### src/rtl/duet_orbit.sv
// Two-ball orbit position generator: steps a 64-position angle once per VGA frame
// and places the blue/red balls diametrically opposite on a fixed circle.
// Optional build macro DUET_ARROW_KEYS_EN: Left/Right arrows alias the A/D keys.
module duet_orbit #(
    parameter int CENTER_X    = 320,
    parameter int CENTER_Y    = 400,
    parameter int BALL_RADIUS = 6
) (
    input  logic       Clk,
    input  logic       Reset,
    input  logic       frame_clk,
    input  logic [7:0] keycode,
    input  logic       pause,
    output logic [9:0] BallX     [0:1],
    output logic [9:0] BallY     [0:1],
    output logic [9:0] Ball_size [0:1],
    output logic [5:0] angle,
    output logic       pos_valid
);

    localparam logic signed [10:0] CX      = 11'(CENTER_X);
    localparam logic signed [10:0] CY      = 11'(CENTER_Y);
    // cos(0) from the quarter-wave table, so reset positions match angle 0
    localparam logic signed [10:0] C_RESET = 11'sd60;

    typedef enum logic [1:0] {
        IDLE,
        STEP,
        LOOKUP,
        WRITE
    } state_t;

    state_t state_reg, state_next;

    logic [1:0]        sync_reg;
    logic              sync_prev_reg;
    logic              frame_tick;
    logic              step_en, lookup_en, write_en;
    logic              key_ccw, key_cw;
    logic [5:0]        angle_reg, angle_next;
    logic signed [10:0] s_reg, c_reg;
    logic signed [10:0] sin_val [0:1];
    logic              pos_valid_reg;

    function automatic logic [5:0] quarter_rom(input logic [4:0] k);
        logic [5:0] v;
        case (k)
            5'd0:    v = 6'd0;
            5'd1:    v = 6'd6;
            5'd2:    v = 6'd12;
            5'd3:    v = 6'd17;
            5'd4:    v = 6'd23;
            5'd5:    v = 6'd28;
            5'd6:    v = 6'd33;
            5'd7:    v = 6'd38;
            5'd8:    v = 6'd42;
            5'd9:    v = 6'd46;
            5'd10:   v = 6'd50;
            5'd11:   v = 6'd53;
            5'd12:   v = 6'd55;
            5'd13:   v = 6'd57;
            5'd14:   v = 6'd59;
            5'd15:   v = 6'd60;
            5'd16:   v = 6'd60;
            default: v = 6'd0;
        endcase
        return v;
    endfunction

    // Quadrant bit 4 mirrors the table index, bit 5 negates the result
    function automatic logic signed [10:0] sin_lookup(input logic [5:0] idx);
        logic [4:0]         addr;
        logic signed [10:0] mag;
        addr = idx[4] ? (5'd16 - {1'b0, idx[3:0]}) : {1'b0, idx[3:0]};
        mag  = {5'd0, quarter_rom(addr)};
        return idx[5] ? -mag : mag;
    endfunction

    always_ff @(posedge Clk) begin
        if (Reset) begin
            sync_reg      <= 2'b00;
            sync_prev_reg <= 1'b0;
        end else begin
            sync_reg      <= {sync_reg[0], frame_clk};
            sync_prev_reg <= sync_reg[1];
        end
    end

    assign frame_tick = sync_reg[1] & ~sync_prev_reg;

`ifdef DUET_ARROW_KEYS_EN
    assign key_ccw = (keycode == 8'h04) || (keycode == 8'h50);
    assign key_cw  = (keycode == 8'h07) || (keycode == 8'h4F);
`else
    assign key_ccw = (keycode == 8'h04);
    assign key_cw  = (keycode == 8'h07);
`endif

    always_ff @(posedge Clk) begin
        if (Reset) begin
            state_reg <= IDLE;
        end else begin
            state_reg <= state_next;
        end
    end

    always_comb begin
        state_next = state_reg;
        step_en    = 1'b0;
        lookup_en  = 1'b0;
        write_en   = 1'b0;
        case (state_reg)
            IDLE: begin
                if (frame_tick) begin
                    state_next = STEP;
                end
            end
            STEP: begin
                step_en    = 1'b1;
                state_next = LOOKUP;
            end
            LOOKUP: begin
                lookup_en  = 1'b1;
                state_next = WRITE;
            end
            WRITE: begin
                write_en   = 1'b1;
                state_next = IDLE;
            end
            default: state_next = IDLE;
        endcase
    end

    always_comb begin
        angle_next = angle_reg;
        if (step_en && !pause) begin
            if (key_ccw) begin
                angle_next = angle_reg + 6'd1;
            end else if (key_cw) begin
                angle_next = angle_reg - 6'd1;
            end
        end
    end

    always_ff @(posedge Clk) begin
        if (Reset) begin
            angle_reg <= 6'd0;
        end else begin
            angle_reg <= angle_next;
        end
    end

    // Lookup 0 yields sin(angle); lookup 1 is a quarter turn ahead, i.e. cos(angle)
    genvar gi;
    generate
        for (gi = 0; gi < 2; gi++) begin : g_lookup
            logic [5:0] idx;
            assign idx         = angle_reg + 6'(gi * 16);
            assign sin_val[gi] = sin_lookup(idx);
        end
    endgenerate

    always_ff @(posedge Clk) begin
        if (Reset) begin
            s_reg <= 11'sd0;
            c_reg <= C_RESET;
        end else if (lookup_en) begin
            s_reg <= sin_val[0];
            c_reg <= sin_val[1];
        end
    end

    // Ball 0 sits at (+c, -s) from centre; ball 1 mirrors it through the centre
    generate
        for (gi = 0; gi < 2; gi++) begin : g_ball
            logic [9:0] x_reg, y_reg;
            always_ff @(posedge Clk) begin
                if (Reset) begin
                    x_reg <= 10'((gi == 0) ? (CX + C_RESET) : (CX - C_RESET));
                    y_reg <= 10'(CY);
                end else if (write_en) begin
                    x_reg <= 10'((gi == 0) ? (CX + c_reg) : (CX - c_reg));
                    y_reg <= 10'((gi == 0) ? (CY - s_reg) : (CY + s_reg));
                end
            end
            assign BallX[gi]     = x_reg;
            assign BallY[gi]     = y_reg;
            assign Ball_size[gi] = 10'(BALL_RADIUS);
        end
    endgenerate

    always_ff @(posedge Clk) begin
        if (Reset) begin
            pos_valid_reg <= 1'b0;
        end else begin
            pos_valid_reg <= write_en;
        end
    end

    assign angle     = angle_reg;
    assign pos_valid = pos_valid_reg;

endmodule

### config.mk
export PLATFORM = sky130hd
export DESIGN_NAME = duet_orbit
export DESIGN_NICKNAME = d
export VERILOG_FILES = /design/src/rtl/duet_orbit.sv
export SDC_FILE = /design/constraint.sdc
export NUM_CORES = 1
export LEC_CHECK = 0
export ABC_AREA = 1
export BUFFER_PORTS_ARGS = -buffer_cell sky130_fd_sc_hd__buf_2
export CORE_MARGIN = 4
export CORE_UTILIZATION = 35
export CTS_BUF_LIST = sky130_fd_sc_hd__clkbuf_8 sky130_fd_sc_hd__clkbuf_16
export DETAILED_ROUTE_END_ITERATION = 10
export PLACE_DENSITY = 0.57
export SLEW_MARGIN = 20
export SYNTH_ARGS = -nofsm -noshare
export SYNTH_HDL_FRONTEND = slang
export SYNTH_SLANG_ARGS = --single-unit
### constraint.sdc
create_clock -name Clk -period 6.59 [get_ports Clk]
set_input_delay 0.9885 -clock Clk [delete_from_list [all_inputs] [get_ports Clk]]
set_output_delay 0.9885 -clock Clk [all_outputs]
set_load 0.05 [all_outputs]
Yosys cells after proc, flatten, opt, wreduce, memory -nomap -nowiden:

Memories as Yosys holds them, arrays and structs flattened.
Cells that the tools add are included.

* memory bits (read-only): 384
* bits in registers: 72
* output and inout port bits: 67
* memories: 2

* add/sub/neg operators: 11
* bitwise gates (word level): 2
* reductions and logical operators: 5
* equal/unequal tests: 6
* muxes and demuxes: 11

Memory list
* (no name shown): depth 32, width 6, rd ports 1, clocked after Yosys merged registers in 0, write ports 0, RTL line 47 `case (k)`
* (no name shown): depth 32, width 6, rd ports 1, clocked after Yosys merged registers in 0, write ports 0, RTL line 47

Operator list (number)
* 10-bit adder (first input constant): 2
* 10-bit 2-to-1 mux: 2
* 6-bit negation with 10-bit output: 2
* 10-bit subtractor (first input constant): 2
* 8-bit by 3-bit == test with 1-bit output (second input constant): 2
* 6-bit 2-to-1 mux: 2
* 5-bit 2-to-1 mux: 2
* 5-bit by 4-bit subtractor with 5-bit output (first input constant): 2
* 2-bit one-hot mux with 4 select lines: 1
* 6-bit by 1-bit adder with 6-bit output (second input constant): 1
* 6-bit by 5-bit adder with 6-bit output (second input constant): 1
* 6-bit by 1-bit subtractor with 6-bit output (second input constant): 1
* 2-bit == test (second input constant): 2
* 1-bit 2-to-1 mux: 3
* 2-bit by 1-bit == test with 1-bit output (second input constant): 1
* 2-bit logical NOT: 1
* 2-bit 2-to-1 mux: 1
* 2-bit inequality test (second input constant): 1
* 2-bit AND reduction: 1
* 2-bit nonzero test: 1
* 1-bit AND: 1
* 1-bit logical AND: 1
* 1-bit logical NOT: 1
* 1-bit inverter: 1

Longest topological paths before layout:

Gate-level depths: netlist of the first run.
An unclocked memory read counts as a cell.

* depth after elaboration: 6
* gate-level depth with buffers: 20

Least setup slack after synthesis of the first run:

No wires, ideal clock.

* path type: register -> register
* start point: register angle_reg[0], in the netlist angle[0]
* end point: register s_reg[2]
* cell stages (with the launch flop): 19
* setup slack: 3.614 ns
* buffers on the path: 0
* setup time: 0.117 ns
* data arrival time: 2.859 ns
* period minus slack after synthesis: 2.976 ns
* required time: 6.473 ns
* cells stage by stage: dfxtp_1 > inv_2 > ha_1 > inv_1 > nand2_1 > nand2_1 > inv_1 > ha_1 > nand3_1 > nand2_1 > nand2_1 > nand3_2 > ha_1 > inv_1 > nand2_1 > nand2_1 > nand2_1 > o221ai_1 > inv_1

* word-level cells in the longest chain between the ends: 5

RTL lines
* from (decl): RTL line 40 `logic [5:0] angle_reg, angle_next;`
* from (signal assigned): RTL line 149 `angle_reg <= angle_next;`
* 5-bit by 4-bit subtractor with 5-bit output: RTL line 74 `addr = idx[4] ? (5'd16 - {1'b0, idx[3:0]}) : {1'b0, idx[3:0]};`
* 5-bit 2-to-1 mux (*): RTL line 74
* memory read 32 x 6 bit (*)
* 6-bit negation with 10-bit output: RTL line 76 `return idx[5] ? -mag : mag;`
* 10-bit 2-to-1 mux (*): RTL line 76
* to (signal assigned): RTL line 168 `s_reg <= sin_val[0];`
* to (decl): RTL line 41 `logic signed [10:0] s_reg, c_reg;`

Every way passes the cells marked *; elsewhere a longest branch is shown, timed or not.
A chain may end at the register's enable or synchronous reset.

Worst setup path after layout of the first run:

* start point: register angle_reg[0], in the netlist angle[0]
* end point: register s_reg[8]

* word-level cells in the longest chain between the ends: 5

RTL lines (RTL line)
* 5-bit by 4-bit subtractor with 5-bit output: 74
* 5-bit 2-to-1 mux (*): 74
* memory read 32 x 6 bit (*)
* 6-bit negation with 10-bit output (*): 76
* 10-bit 2-to-1 mux (*): 76

Marks and branches as above.

==> summary.md, run 1 <==
| Metric | Value |
|---|---|
| Status | complete, no violations |
| Cts hold-fix bufs | 0 |
| Router iterations before antenna repair | 4 |
| Clock sinks | 70 |
| I/O Pins | 79 |
| Sequential-to-total area share from yosys stat | 31.7% |
| Initial core utilization | 36.2% |
| Pin count of the biggest net entering global routing | 42 |
| DP Worst Slack | 3290 ps |
| CP Class | reg2reg |
| IO Port Bufs | 58 |
| Flops & latches, synth | 70 |
| Die Span Y | 120 um |
| Vias | 4086 |
| Drt drc | 0 |
| Share of layout cells above drive strength 1 | 16.4% |
| Deepest clock path buffer count | 2 |
| Netlist cell types | a little over 40 |
| Starting DRT DRC Count | 293 |
| DP Area | ~0.0047 sq mm |
| Fin crit period | roughly 3100 ps |
| Routed Wire Length | just over 10 mm |
| Pleak | 2.53 nW |
| Worst setup EP type | register |
| Synth async-reset ratio | 0% |
| Post-detail-place hpwl | between 7 and 8 mm |
| Critical path data arrival time | ~3300 ps |
| ANT cells | 0 |
| Peak VDD IR | 230 uV |
| Most frequent cell after synthesis | nand2_1 |
| Vias in the first global route | slightly below 4000 |
| Tot GR Track Use | 14.6% |
| Grt total ovfl | 0 |
| PD cells | 310 mW/mm^2 |
| Global-route wire length before repair | approximately 18 mm |
| CP Data Required Time | 6780 ps |
| Fin util | 41.5% |
| Final Wtd Congestion | 0.867 |
| Area delta synth->final | 14.7% |
| WHS | 425 ps |
| Cell row count | 40 |
| Synthesized cell area | between 0.004 and 0.005 sq mm |
| Worst Tran Pin Value | 998 ps |
| Initial antenna violation count | 0 |
| Fmax | between 300 and 400 MHz |
| Final Cycle Share | around 47% |
| WL/cell | 11.8 um |
| Main flop type after synthesis | dfxtp_1 |
| Max-cap violations | 0 |
| Die W | 120 um |
| Clk root buf | clkbuf_16 |
| Final Setup Violations | 0 |
| Synthesized area per cell | 6.84 sq um |
| Final Hold Viols | 0 |
| H-tree levels | 3 |
| Setup TNS Final | 0 ps |
| Clock transition at path regs | 60 ps |
| Total CTS buffers | 9 |
| Post-CTS Setup Bufs | 0 |
| Slew Viols, Final | 0 |
| Final instance area | 0.00507 sq mm |
| RSZ-0062 raised after global routing | false |
| Post-synth top area cell | dfxtp_1 |
| Critical Path Source Type | register |
| Worst-Skew Late Latency | 340 ps |
| Die area | 0.0145 sq mm |
| CP Max Fanout | 14 |
| Gate Count Post-Synth | 647 |
| DRT antenna net count | 0 |
| PostCTS Resize Cnt | 0 |
| Hold WC Path Type | reg2reg |
| EDFF count, synth | 0 |
| Top-area cell type share of the netlist area | 31.7% |
| Final worst-path setup slack | 3500 ps |
| Core area | 0.0122 sq mm |
| Skew final | 9.55 ps |
| Commonest cells post-synth | nand2_1, inv_1, dfxtp_1 |
| Synthesis Warnings | 0 |
| Slew margin rel. | 33.1% |
| Vias per cell | 4.72 |
| # nets final | 734 |
| Top area cells in the synthesized netlist | dfxtp_1, nand2_1, ha_1 |
| CTS tree | yes |
critical path, stage by stage (launching register included):
cell     delay (ps)
dfxtp_1         710
inv_2           230
ha_1            360
inv_1            90
nand2_1          50
nand2_1         140
inv_1           100
ha_1            310
nand3_1          70
nand2_1          70
nand2_1          60
nand3_2         110
ha_1            140
inv_1            50
nor2_1           90
nand2_1          90
o21ai_1         180
a21oi_1          90
path summary, 6_finish.rpt:
path               startpoint     endpoint  slack (ps)  cells after the start
setup / recovery     angle[0]     s_reg[8]        3500                     17
hold / removal    sync_reg[0]  sync_reg[1]         430                      2
setup reg to reg     angle[0]     s_reg[8]        3500                     17
hold reg to reg   sync_reg[0]  sync_reg[1]         430                      2
cell usage in the layout, fill, tap and decap left out, types with 3 or more instances in the layout:
cell         n
inv_2        7
nand2_4      4
nor3_1       4
conb_1      20
xnor2_1      3
o21ai_0     51
o21ai_1      5
nand2_1    142
a211oi_1     4
ha_1        29
xor2_1      13
a31oi_1      3
nand3_2      7
nand3_1     33
a21oi_1     53
nand2_2      9
nor2_1      66
dfxtp_1     70
o211ai_1     5
nor2_2       6
clkbuf_16    9
buf_2       58
inv_1       70
cells by family (layout without fill, tap and decap cells):
family	Yosys count	in the layout	share of synthesized area, %
buffers and inverters	123	155	12.8
flip-flops	70	70	31.7
AO/OA/AOI/OAI	127	127	15.5
adder cells (fa/ha/maj)	30	30	8.66
XOR/XNOR	16	16	3.17
other	2	20	0.170
AND/OR/NAND/NOR	279	279	28.1
metrics by stage:
stage / instances / total power (W)
floorplan: 665 / 0.000947
global placement: 849 / 0.00104
detailed placement: 849 / 0.00104
CTS: 865 / 0.00159
global route: 865 / 0.00167
finish: 865 / 0.00157
power by group:
group          switching (W)  total [W]  internal (W)
combinational       0.000370   0.000495      0.000125
clock               0.000188   0.000539      0.000352
sequential         0.0000444   0.000537      0.000493
total               0.000602    0.00157      0.000970
per-layer routing:
metal / part of all wire (%) / track usage [%] / wire length [um] / up-vias
li1: - / - / - / 2117
met1: 45 / 17.7 / 4640 / 1869
met2: 48 / 24.9 / 4860 / 91
met3: 6.1 / 4.63 / 620 / 9
met4: 1.0 / 4.04 / 104 / 0
met5: 0 / 0 / 0 / -
final cells by class:
type,count,area (sq um)
sequential,70,1400
fill,1306,7140
inverter,79,297
clock buffer,11,253
multi-input combinational,472,2520
clock inverter,5,81.3
timing repair buffer,60,305
tap,168,210
No activity file was read; power rests on OpenSTA's default activity.
==> inputs of run 2 (changes only) <==
Clock period 6.59 ns to 3.1 ns, I/O delays scaled along.
==> run 2 against run 1 <==
Against the previous run:
- global-route usage down 0.29 points
- register-to-register slack got worse by 3100 ps
- cell count rose by 0.35%
- sequential cell count is the same
- clock skew is 2.5 ps lower
- routed wire length fell by 2.3%
- utilization is 0.072 points higher
- hold slack lost 96 ps
- non-clock buffer count is 3 higher
- sequential power grew 110%
- maximum frequency increased by 13%
- critical path type unchanged
- largest cell class unchanged
==> summary.md, run 2 (synthesis results as in run 1) <==
| Metric | Value |
|---|---|
| Post-detail-place hpwl | between 7 and 8 mm |
| CTS tree | yes |
| Fin crit period | 2730 ps |
| RR Endpoint | s_reg[6] |
| Router iterations before antenna repair | 4 |
| Initial antenna violation count | 0 |
| Grt total ovfl | 0 |
| Vias per cell | 4.63 |
| Setup TNS Final | 0 ps |
| Clock sinks | 70 |
| Total CTS buffers | 9 |
| Global-route wire length before repair | 17.1 mm |
| Fmax | 367 MHz |
| # nets final | around 740 |
| CP Class | reg2reg |
| Post-CTS Setup Bufs | 0 |
| Share of layout cells above drive strength 1 | 16.9% |
| Area delta synth->final | 14.9% |
| Vias | 4022 |
| Critical path data arrival time | 2930 ps |
| Die Span Y | 120 um |
| Max Used Layer | met4 |
| PostCTS Resize Cnt | 0 |
| M1 WL | 4.75 mm |
| Met3 wire length | 456 um |
| Clock transition at path regs | 60 ps |
| Starting DRT DRC Count | about 160 |
| Core area | 0.0122 sq mm |
| RSZ-0062 raised after global routing | false |
| Worst Tran Pin Value | 838 ps |
| Max-cap violations | 0 |
| Final instance area | 0.00508 sq mm |
| Peak VDD IR | 403 uV |
| Worst setup EP type | register |
| Final Cycle Share | just under 90% |
| Clk root buf | clkbuf_16 |
| Die area | 0.0145 sq mm |
| Status | complete, no violations |
| Hold Path Depth | 3 |
| H-tree levels | 3 |
| Hold WC Path Type | in2reg |
| Skew final | 7.01 ps |
| Worst-Skew Late Latency | 340 ps |
| Cells on worst reg2reg path | 17 |
| Critical Path Source Type | register |
| Final Setup Violations | 0 |
| Setup crit end | s_reg[6] |
| Tot GR Track Use | about 14% |
| I/O Pins | 79 |
| ANT cells | 0 |
| Flop2flop setup slack | 370 ps |
| Final Wtd Congestion | around 0.9 |
| Leading cell type in the layout, fill and taps excluded | nand2_1 |
| Met2 wire len | 4.66 mm |
| PD cells | about 640 mW/mm^2 |
| Deepest clock path buffer count | 2 |
| Initial core utilization | 36.2% |
| Pin count of the biggest net entering global routing | 41 |
| CP Max Fanout | 9 |
| RR Startpoint | angle[1] |
| WL/cell | 11.5 um |
| Cell row count | 40 |
| Slew Viols, Final | 0 |
| Die W | 120 um |
| Pleak | ~2.5 nW |
| CP Data Required Time | 3300 ps |
| Most frequent cells in the layout | nand2_1, inv_1, dfxtp_1, nor2_1, buf_2 |
| Cts hold-fix bufs | 0 |
| DRT antenna net count | 0 |
| Routed Wire Length | 9.99 mm |
| Final Hold Viols | 0 |
| DP Area | approximately 0.0048 sq mm |
| Critical Path Start | angle[1] |
| Slew margin rel. | 44.1% |
| IO Port Bufs | 58 |
| Drt drc | 0 |
| Vias in the first global route | 3817 |
run 2: changes by cell type in the layout (fill, tap and decap cells not counted):
cell	previous run	this run
clkinv_2	1	2
clkinvlp_4	1	0
clkinv_4	1	0
inv_2	7	8
buf_4	2	5
bufinv_16	2	1
clkbuf_8	2	4
clkinv_1	2	1
run 2: worst min path at each step:
stage | from | to | slack (ps)
2_1_floorplan | sync_reg[0] | sync_reg[1] | 390
3_3_place_gp | sync_reg[0] | sync_reg[1] | 400
3_5_place_dp | sync_reg[0] | sync_reg[1] | 400
4_1_cts | frame_clk | sync_reg[0] | 320
5_1_grt | frame_clk | sync_reg[0] | 330
6_report | frame_clk | sync_reg[0] | 330
run 2: routing by layer:
layer  GRT usage [%]  up-vias
li1                -     2123
met1            17.6     1818
met2            24.3       68
met3            4.40       13
met4            3.82        0
met5               0        -
run 2: power breakdown:
group | total (W) | switching (W) | internal (W)
logic | 0.00105 | 0.000781 | 0.000268
clock network | 0.00109 | 0.000380 | 0.000707
registers | 0.00114 | 0.0000933 | 0.00105
run 2: cell type report:
class | count | area, sq um
Sequential cell | 70 | 1400
Multi-Input combinational cell | 472 | 2520
Inverter | 79 | 297
Tap cell | 168 | 210
Clock buffer | 13 | 280
Fill cell | 1299 | 7130
Timing Repair Buffer | 63 | 328
Clock inverter | 3 | 40.0
run 2: worst max-delay path: stages, from the launching register on:
cell and delay [ps]:
dfxtp_1 510, inv_1 160, ha_1 310, inv_1 90, nand2_1 50, nand2_1 120, inv_1 90, ha_1 310
nand3_1 70, nand2_1 80, nand2_1 60, nand3_2 100, ha_1 140, inv_1 50, nor2_1 90, nand2_1 80
o21ai_1 180, a21oi_1 80
run 2: per-stage QoR:
| step | cells | setup slack, ps | utilization, % | hold slack (ps) | total power, W |
|---|---|---|---|---|---|
| finish | 868 | 373 | 41.6 | 329 | 0.00328 |
| global route | 868 | 75.2 | 41.6 | 329 | 0.00350 |
| CTS | 868 | 359 | 41.6 | 316 | 0.00332 |
| detailed placement | 852 | 363 | 39.0 | 404 | 0.00222 |
| global placement | 852 | 448 | 39.0 | 399 | 0.00220 |
| floorplan | 665 | 124 | - | 388 | 0.00201 |
==> inputs of run 3 (changes only) <==
Settings changed: ABC_AREA 1 to 0.
==> run 3 against run 2 <==
Against the previous run:
- non-clock buffer count up 18
- synthesized cell count decreased by 17%
- clock power grew 9%
- clock skew increased by 3.0 ps
- sequential power shrank 12%
- sequential share of layout area down 1.5 points
- cell area grew 6.6%
- critical path depth shrank 7
- area after synthesis up 2.8%
- routed wire length fell by 0.27%
- largest cell class unchanged
- largest power group is now clock
- highest routed layer unchanged
==> summary.md, run 3 <==
| Metric | Value |
|---|---|
| Status | complete, no violations |
| Cells on worst reg2reg path | 10 |
| Gate Count Post-Synth | 538 |
| ANT cells | 0 |
| Post-synthesis adder-cell area fraction | 8.42% |
| Buf/Inv on CP | 2 |
| Router iterations before antenna repair | 4 |
| Setup crit end | c_reg[7] |
| Flop2flop setup slack | ~170 ps |
| Fin crit period | 2930 ps |
| Pleak | 2.15 nW |
| Cell row count | 41 |
| RR Startpoint | angle[0] |
| Pin count of the biggest net entering global routing | 71 |
| Area delta synth->final | 19.1% |
| Core area | 0.0127 sq mm |
| Grt total ovfl | 0 |
| Final Hold Viols | 0 |
| Worst-Skew Late Latency | 330 ps |
| Tot GR Track Use | around 14% |
| Post-synth top area cell | dfxtp_1 |
| Multiplexer share of the synthesized area | ~6.7% |
| Fmax | 341 MHz |
| CP Class | reg2reg |
| Fill cell count | 1270 |
| CP Data Required Time | 3270 ps |
| Skew final | 10.0 ps |
| Top-area cell type share of the netlist area | 30.8% |
| Critical Path Start | angle[0] |
| Commonest cells post-synth | dfxtp_1, nor2_1, a21oi_1 |
| Clk root buf | clkbuf_16 |
| Synthesized cell area | 0.00455 sq mm |
| Initial antenna violation count | 0 |
| Simple-gate share of the synthesized area | 19.1% |
| Synth async-reset ratio | 0% |
| Worst setup EP type | register |
| Slew Viols, Final | 0 |
| # nets final | roughly 640 |
| Die W | 122 um |
| I/O Pins | 79 |
| Clock transition at path regs | 60 ps |
| Synthesis Warnings | 0 |
| Post-Synth XOR/XNOR Area | under 10% |
| Flops & latches, synth | 70 |
| PD cells | 495 mW/mm^2 |
| Finished Layout Cells | just under 800 |
| Initial core utilization | 35.9% |
| Vias per cell | 4.88 |
| WHS | 371 ps |
| Deepest clock path buffer count | 2 |
| Critical path data arrival time | 3100 ps |
| Slew margin rel. | 52.3% |
| RR Endpoint | c_reg[7] |
| Main flop type after synthesis | dfxtp_1 |
| Post-detail-place hpwl | 7.26 mm |
| Most frequent cells in the layout | nor2_1, dfxtp_1, buf_2, a21oi_1, nand2_1 |
| Die area | 0.0149 sq mm |
| Max-cap violations | 0 |
| Compound-Gate Fraction of Synth Area | 18.3% |
| Final Wtd Congestion | 0.848 |
| CP peak stage delay | 580 ps |
| Routed Wire Length | 9.96 mm |
| Worst Tran Pin Value | 715 ps |
| Total CTS buffers | 9 |
| Post-placement cell count | 756 |
| Die Span Y | 122 um |
| Netlist cell types | just over 70 |
| Cts hold-fix bufs | 0 |
| WL/cell | around 13 um |
| H-tree levels | 3 |
| EDFF count, synth | 0 |
| Final Cycle Share | 94.5% |
| CTS tree | yes |
| Synthesized area per cell | 8.45 sq um |
| Global-route wire length before repair | 16.9 mm |
| Cell family with most CP delay | compound AO/OA/AOI/OAI gates |
| Largest family of logic cells by synthesized area | simple AND/OR/NAND/NOR gates |
| WP depth | 10 |
| Top area cells in the synthesized netlist | dfxtp_1, ha_1, mux2i_1 |
| Leading cell type in the layout, fill and taps excluded | nor2_1 |
| IO Port Bufs | 58 |
| Peak VDD IR | 205 uV |
| Crit-path slowest cell | or4b_4 |
| Clock sinks | 70 |
| CP cell instances | inv_8, ha_4, mux2i_4, inv_2, ha_1, a2111oi_4, a211oi_1, or4b_4, o211ai_1, a21oi_1 |
| CP Max Fanout | 11 |
| Vias | 3771 |
| Starting DRT DRC Count | 194 |
| Share of layout cells above drive strength 1 | 22.8% |
| Final Setup Violations | 0 |
| Hold WC Path Type | in2reg |
| DRT antenna net count | 0 |
| Sequential-to-total area share from yosys stat | a little under a third |
| Drt drc | 0 |
| Critical Path Source Type | register |
| Vias in the first global route | 3694 |
| Most frequent cell after synthesis | dfxtp_1 |
==> run 3: changes by cell type in the layout (fill, tap and decap cells not counted), moves of 18 or more <==
cell     previous run  this run
mux2i_1             0        26
nand2_1           142        28
nand3_1            33         7
a21oi_1            53        33
inv_1              70        23
o21ai_0            51        16
xnor2_1             3        24
buf_4               5        23
==> run 3: logic make-up after synthesis <==
group	count (synthesis)
flops	70
compound gates	119
mux	30
fa+ha+maj	30
other cells	2
simple gates	170
buf+inv	78
xor+xnor	39
==> run 3: layer usage <==
metal / vias to the layer above / GRT usage (%) / share of wire, %
met5: - / 0 / 0
met4: 0 / 4.20 / 0.95
met3: 8 / 3.34 / 4.2
met2: 65 / 22.6 / 47
met1: 1749 / 17.9 / 48
li1: 1949 / - / -
==> run 3: cell type report <==
type | count | area [sq um] | share of cell area, %
multi-input combinational | 408 | 2880 | 53.1
clock buffer | 9 | 225 | 4.16
inverter | 26 | 105 | 1.94
tap | 172 | 215 | 3.97
clock inverter | 7 | 121 | 2.24
timing repair buffer | 81 | 463 | 8.55
sequential | 70 | 1410 | 26.0
==> run 3: repair_timing <==
item / in CTS / in global routing
buffers inserted: 0 / 1
endpoints found under the setup margin: 0 / 11
gates resized for setup: 0 / 5
==> run 3: where the power goes <==
group          total (W)  internal (W)  leakage [nW]  switching (W)
Sequential       0.00100      0.000953         0.568      0.0000513
Combinational   0.000486      0.000155          1.41       0.000331
Clock            0.00119      0.000790         0.170       0.000400
Total            0.00268       0.00190          2.15       0.000782
==> run 3: metrics by stage <==
step                      total power [W]  cell area, sq um  setup TNS [ps]  utilization, %  setup slack, ps
after floorplan                   0.00143              4660               0               -             10.5
after global placement            0.00150              5030           -54.0            39.7            -54.0
after detailed placement          0.00151              5030            -131            39.7             -131
after CTS                         0.00272              5370               0            42.4             62.2
after global routing              0.00280              5420           -3.01            42.7            -3.01
final                             0.00268              5420               0            42.7              170
==> run 3: how the worst min path moves through the flow <==
stage                start            end  slack, ps  depth (start not counted)
2_1_floorplan  sync_reg[1]  sync_prev_reg        410                          2
3_5_place_dp   sync_reg[1]  sync_prev_reg        430                          2
5_1_grt          frame_clk    sync_reg[0]        370                          2
4_1_cts          frame_clk    sync_reg[0]        360                          2
6_report         frame_clk    sync_reg[0]        370                          2
3_3_place_gp   sync_reg[1]  sync_prev_reg        420                          2
